--- src/rtl/sl_pkg.sv ---
// sl_pkg: shared definitions for the SL serial link (transmitter and receiver).
//   sl_mode_e      word-length mode as carried on tx_mode / rx_mode
//   sl_tx_state_e  transmitter FSM states
//   sl_word_len    mode -> data symbol count (8/16/32, 0 for the illegal mode)
//   sl_odd_parity  parity bit making data+parity carry an odd number of 1s
//   sl_sym         line levels {sl0,sl1} for one data/parity bit
package sl_pkg;

  typedef enum logic [1:0] {
    SL_MODE_8   = 2'd0,
    SL_MODE_16  = 2'd1,
    SL_MODE_32  = 2'd2,
    SL_MODE_BAD = 2'd3
  } sl_mode_e;

  typedef enum logic [2:0] {
    ST_IDLE,
    ST_DATA_LO,
    ST_DATA_HI,
    ST_PAR_LO,
    ST_PAR_HI,
    ST_STOP_LO,
    ST_STOP_HI
  } sl_tx_state_e;

  function automatic logic [5:0] sl_word_len(input sl_mode_e mode);
    case (mode)
      SL_MODE_8:  return 6'd8;
      SL_MODE_16: return 6'd16;
      SL_MODE_32: return 6'd32;
      default:    return 6'd0;
    endcase
  endfunction

  // XNOR reduction: parity is 1 when the data holds an even number of 1s.
  function automatic logic sl_odd_parity(input logic [31:0] data, input sl_mode_e mode);
    case (mode)
      SL_MODE_8:  return ~^data[7:0];
      SL_MODE_16: return ~^data[15:0];
      SL_MODE_32: return ~^data;
      default:    return 1'b1;
    endcase
  endfunction

  // A 0 pulls sl0 low, a 1 pulls sl1 low.
  function automatic logic [1:0] sl_sym(input logic b);
    return b ? 2'b10 : 2'b01;
  endfunction

endpackage

--- src/rtl/sl_bit_timer.sv ---
// sl_bit_timer: loadable down-counter timing one symbol phase (pulse or gap).
//   clk_i       clock
//   reset_i     synchronous active-high reset (count -> 0)
//   load_i      load load_val_i this cycle
//   load_val_i  phase length minus one
//   expired_o   count has reached zero (last cycle of the phase)
module sl_bit_timer #(
  parameter int W = 3
) (
  input  logic         clk_i,
  input  logic         reset_i,
  input  logic         load_i,
  input  logic [W-1:0] load_val_i,
  output logic         expired_o
);

  logic [W-1:0] cnt_q;

  always_ff @(posedge clk_i) begin
    if (reset_i)             cnt_q <= '0;
    else if (load_i)         cnt_q <= load_val_i;
    else if (cnt_q != '0)    cnt_q <= cnt_q - W'(1);
  end

  assign expired_o = (cnt_q == '0);

endmodule

--- src/rtl/sl_transmitter.sv ---
// sl_transmitter: sends one 8/16/32-bit word LSB first on the sl0/sl1 pair,
// followed by an odd-parity symbol and a stop symbol (both lines low).
// Each symbol is held for PULSE_CYCLES, then both lines idle high for GAP_CYCLES.
//   clk_i       clock
//   reset_i     synchronous active-high reset; abandons any frame in flight
//   tx_data_i   word to send, bits [N-1:0] used
//   tx_mode_i   0=8, 1=16, 2=32 bits, 3=illegal (err pulse, nothing sent)
//   tx_valid_i  send request, sampled while tx_ready_o=1
//   tx_ready_o  idle, able to accept
//   sl0_o/sl1_o line outputs, idle high
//   done_o      one-cycle pulse after the stop symbol's gap
//   err_o       one-cycle pulse after a request with the illegal mode
module sl_transmitter
  import sl_pkg::*;
#(
  parameter int PULSE_CYCLES = 4,
  parameter int GAP_CYCLES   = 4
) (
  input  logic        clk_i,
  input  logic        reset_i,
  input  logic [31:0] tx_data_i,
  input  logic [1:0]  tx_mode_i,
  input  logic        tx_valid_i,
  output logic        tx_ready_o,
  output logic        sl0_o,
  output logic        sl1_o,
  output logic        done_o,
  output logic        err_o
);

  localparam int MAXC = (PULSE_CYCLES > GAP_CYCLES) ? PULSE_CYCLES : GAP_CYCLES;
  localparam int TW   = $clog2(MAXC + 1);
  localparam logic [TW-1:0] PULSE_LD = TW'(PULSE_CYCLES - 1);
  localparam logic [TW-1:0] GAP_LD   = TW'(GAP_CYCLES - 1);

  sl_tx_state_e state_q;
  sl_mode_e     mode_q;
  logic [31:0]  data_q;      // shifted right so bit 0 is always the current bit
  logic         par_q;
  logic [5:0]   bit_cnt_q;
  logic         sl0_q, sl1_q, ready_q, done_q, err_q;

  logic         accept, req_bad, last_bit;
  logic         tmr_load, tmr_expired;
  logic [TW-1:0] tmr_val;

  assign req_bad  = tx_valid_i & ready_q & (sl_mode_e'(tx_mode_i) == SL_MODE_BAD);
  assign accept   = tx_valid_i & ready_q & (sl_mode_e'(tx_mode_i) != SL_MODE_BAD);
  assign last_bit = (bit_cnt_q == sl_word_len(mode_q) - 6'd1);

  // Timer reloads on every state entry: leaving a LO state starts a gap,
  // leaving IDLE or a HI state starts a pulse.
  assign tmr_load = accept | ((state_q != ST_IDLE) & tmr_expired);
  assign tmr_val  = (state_q inside {ST_DATA_LO, ST_PAR_LO, ST_STOP_LO}) ? GAP_LD : PULSE_LD;

  sl_bit_timer #(.W(TW)) u_timer (
    .clk_i      (clk_i),
    .reset_i    (reset_i),
    .load_i     (tmr_load),
    .load_val_i (tmr_val),
    .expired_o  (tmr_expired)
  );

  always_ff @(posedge clk_i) begin
    if (reset_i) begin
      state_q   <= ST_IDLE;
      mode_q    <= SL_MODE_8;
      data_q    <= '0;
      par_q     <= 1'b0;
      bit_cnt_q <= '0;
      sl0_q     <= 1'b1;
      sl1_q     <= 1'b1;
      ready_q   <= 1'b1;
      done_q    <= 1'b0;
      err_q     <= 1'b0;
    end else begin
      done_q <= 1'b0;
      err_q  <= req_bad;
      case (state_q)
        ST_IDLE: if (accept) begin
          data_q         <= tx_data_i;
          mode_q         <= sl_mode_e'(tx_mode_i);
          par_q          <= sl_odd_parity(tx_data_i, sl_mode_e'(tx_mode_i));
          bit_cnt_q      <= '0;
          {sl0_q, sl1_q} <= sl_sym(tx_data_i[0]);
          ready_q        <= 1'b0;
          state_q        <= ST_DATA_LO;
        end
        ST_DATA_LO: if (tmr_expired) begin
          {sl0_q, sl1_q} <= 2'b11;
          state_q        <= ST_DATA_HI;
        end
        ST_DATA_HI: if (tmr_expired) begin
          if (!last_bit) begin
            bit_cnt_q      <= bit_cnt_q + 6'd1;
            data_q         <= data_q >> 1;
            {sl0_q, sl1_q} <= sl_sym(data_q[1]);
            state_q        <= ST_DATA_LO;
          end else begin
            {sl0_q, sl1_q} <= sl_sym(par_q);
            state_q        <= ST_PAR_LO;
          end
        end
        ST_PAR_LO: if (tmr_expired) begin
          {sl0_q, sl1_q} <= 2'b11;
          state_q        <= ST_PAR_HI;
        end
        ST_PAR_HI: if (tmr_expired) begin
          {sl0_q, sl1_q} <= 2'b00;
          state_q        <= ST_STOP_LO;
        end
        ST_STOP_LO: if (tmr_expired) begin
          {sl0_q, sl1_q} <= 2'b11;
          state_q        <= ST_STOP_HI;
        end
        ST_STOP_HI: if (tmr_expired) begin
          ready_q <= 1'b1;
          done_q  <= 1'b1;
          state_q <= ST_IDLE;
        end
        default: begin
          {sl0_q, sl1_q} <= 2'b11;
          ready_q        <= 1'b1;
          state_q        <= ST_IDLE;
        end
      endcase
    end
  end

  assign tx_ready_o = ready_q;
  assign sl0_o      = sl0_q;
  assign sl1_o      = sl1_q;
  assign done_o     = done_q;
  assign err_o      = err_q;

endmodule

--- config.mk ---
export PLATFORM = sky130hd
export DESIGN_NAME = sl_transmitter
export DESIGN_NICKNAME = d
export VERILOG_FILES = /design/src/rtl/sl_pkg.sv /design/src/rtl/sl_bit_timer.sv /design/src/rtl/sl_transmitter.sv
export SDC_FILE = /design/constraint.sdc
export NUM_CORES = 1
export LEC_CHECK = 0
export CORE_MARGIN = 3
export CORE_UTILIZATION = 58
export CTS_CLUSTER_DIAMETER = 60
export DETAILED_ROUTE_END_ITERATION = 7
export GPL_TIMING_DRIVEN = 0
export PLACE_DENSITY = 0.9
export SLEW_MARGIN = 20
export SYNTH_ARGS = -nofsm -noshare
export SYNTH_HDL_FRONTEND = slang
export SYNTH_HIERARCHICAL = 1
export SYNTH_SLANG_ARGS = --single-unit
--- constraint.sdc ---
create_clock -name clk_i -period 5.2 [get_ports clk_i]
set_input_delay 0.52 -clock clk_i [delete_from_list [all_inputs] [get_ports clk_i]]
set_output_delay 0.52 -clock clk_i [all_outputs]
set_load 0.03 [all_outputs]
==> impl_metrics.yaml <==
status:
  status: "finished clean"
timing:
  fin_setup_tns_ns: 0
  timing.slew.headroom_pct: 59.0
  min_period_ns: 2.39
  worstMarginPinSlew_ns: 0.616
  grt_setup_unrepaired: "no"
  hold_viol_final: 0
  slew_viol_final: 0
  fin_skew_ns: 0.00792
  setup_viol: 0
  fmaxAchievable_mhz: 418
  worst_slack_ns: 2.81
  finalCritPeriodShare_pct: 46.0
placed_design:
  io_buffers: 41
  place_inst: 434
  hpwl_um: 4710
  place_congestion: 0.859
  dpl_worst_slack_ns: 2.52
critical_path:
  path_max_fanout: 10
  end_kind: "register"
  cp.required_ns: 5.40
  reg2reg_from: "u_timer/cnt_q[0]"
  crit_start: "tx_mode_i[0]"
  worst-r2r-cell-count: 10
  critPathLaunchType: "input port"
  cp.arrival_ns: 2.60
  critPathKind: "input port to register"
routing:
  drt-pass1-iter-count: 4
  drc: 0
  wl_um: 6310
  drtIter0Drc: 195
  wl_met1_um: 2840
  met2_length_um: 3080
  top_layer_used: "met4"
  vias: 2561
  ant_nets: 0
  wire_per_inst_um: 14.3
  viasPerCell: 5.79
  routed-wl-met3_um: 286
die:
  std_cell_rows: 24
  die_h_um: 75.4
  pin_count: 42
  die_area_um2: 5690
  die_w_um: 75.4
  core_area_um2: 4500
  start_util_pct: 62.1
synthesis:
  yosysUniqueCellTypes: 42
  synth_area_um2: 2800
  synth-seq-cells: 51
  yosysSeqAreaShare_pct: 36.5
  ys_warn_count: 6
  ys.flop_type: "dfxtp_1"
  async_flop_share_pct: 0
  synth_edf_count: 0
  syn-mean-instance-area_um2: 8.22
  synthCells: 340
global_routing:
  antenna_found_initial: 0
  grt_first_pass_wirelength_um: 10700
  grt_pass1_vias: 2360
  globalRoute.totalOverflow: 0
  grt_max_degree: 16
  track_usage_pct: 24.3
cells_and_area:
  multi_input_area_um2: 1640
  stdcell_count: 442
  final_nets: 429
  seq_area_um2: 1020
  syn_to_final_growth_pct: 20.2
  drive_gt1_share_pct: 7.95
  fillers: 351
  num_antenna_cells: 0
clocking:
  cts_resized: 0
  clk_pin_slew_ns: 0.09
  root_buffer: "clkbuf_8"
  cts_sinks: 51
  cts_setup_buffers: 0
  cts_tree: "yes"
  worstSkewPairLatency_ns: 0.31
  clockBufferDepth: 2
  postCtsHoldBufs: 0
  cts_buffers: 5
  htree_levels: 2
worst_hold_path:
  hold_path_class: "register to register"
  hp-start: "sl0_o"
  hold_depth: 1
run:
  maxCapViolations: 0
power_and_ir_drop:
  irDropWorstVdd_v: 0.000198
  p_leak_nw: 1.20
  p_per_area_nw_per_um2: 420
==> worst max-delay path: stages <==
cell and delay, ns:
clkdlybuf4s50_1 0.57, nand2_1 0.11, nor3b_2 0.17, a211oi_1 0.47, nor2_4 0.10, buf_6 0.17
buf_2 0.19, a311oi_1 0.29
==> layer usage <==
layer | track usage [%] | vias to the layer above
met5 | 0 | -
met4 | 8.16 | 0
met3 | 5.54 | 13
met2 | 39.7 | 77
met1 | 31.6 | 1202
li1 | - | 1269
==> state kept, by name (all words and copies together), names as in the netlist <==
name           flops
bit_cnt_q          6
par_q              1
data_q            31
err_o              1
sl0_o              1
tx_ready_o         1
done_o             1
state_q            3
sl1_o              1
u_timer/cnt_q      3
mode_q             2
==> power by group <==
group | total [mW] | internal, mW | switching, mW
clock network | 0.228 | 0.0944 | 0.134
registers | 0.552 | 0.491 | 0.0604
logic | 0.631 | 0.273 | 0.358
total | 1.41 | 0.858 | 0.552
==> cell families after synthesis <==
family / synth area share (%)
buffers and inverters: 4.88
other: 0.269
XOR/XNOR: 11.3
AO/OA/AOI/OAI: 18.8
AND/OR/NAND/NOR: 25.0
flip-flops: 36.5
adder cells (fa/ha/maj): 1.34
multiplexers: 1.92
==> worst paths after layout <==
kind,end,slack (ns)
min reg2reg,sl0_o,0.47
max,data_q[22],2.81
max reg2reg,sl1_o,2.92
min,sl0_o,0.47
==> cell type report <==
class / count / share of cell area [%]
plain buffers: 24 / 3.50
flip-flops and latches: 51 / 30.4
inverters: 5 / 0.559
clock buffers: 6 / 2.16
multi-input cells: 261 / 48.9
repair buffers: 41 / 12.2
well taps: 52 / 1.94
clock inverters: 2 / 0.372
==> synth_stat cells (3+ instances only) <==
library cell | n | area share (%)
a211oi_1 | 4 | 1.1
a21oi_1 | 11 | 2.0
a311oi_1 | 20 | 6.3
a311oi_2 | 11 | 5.9
buf_2 | 4 | 0.72
clkbuf_1 | 16 | 2.1
dfxtp_1 | 51 | 37
ha_1 | 3 | 1.3
inv_1 | 5 | 0.67
mux2i_1 | 4 | 1.4
nand2_1 | 73 | 9.8
nand2b_1 | 3 | 0.67
nand4_1 | 3 | 0.67
nor2_1 | 41 | 5.5
nor2b_1 | 7 | 1.6
nor3_1 | 6 | 1.1
nor4b_1 | 3 | 0.94
o21ai_0 | 8 | 1.4
or3_1 | 3 | 0.67
xnor2_1 | 29 | 9.1
xor2_1 | 7 | 2.2
==> cells in the final DEF, fill, tap and decap left out, drive strengths merged, types with 8 or more instances in the layout <==
cell / n
o21ai: 8
a311oi: 31
nor2: 42
clkbuf: 22
a21oi: 11
dfxtp: 51
buf: 8
nand2: 73
xnor2: 29
clkdlybuf4s50: 41
nor3: 8
==> per-stage QoR <==
step	hold WS (ns)	area, µm²	power (mW)	utilization [%]
final	0.474	3360	1.41	74.6
after CTS	0.475	3360	1.41	74.6
after global routing	0.502	3360	1.52	74.6
after detailed placement	0.457	3270	1.18	72.7
after global placement	0.457	3270	1.16	72.7
after floorplan	0.454	2800	1.03	-
Note: power is estimated with default switching activity, not from simulation.
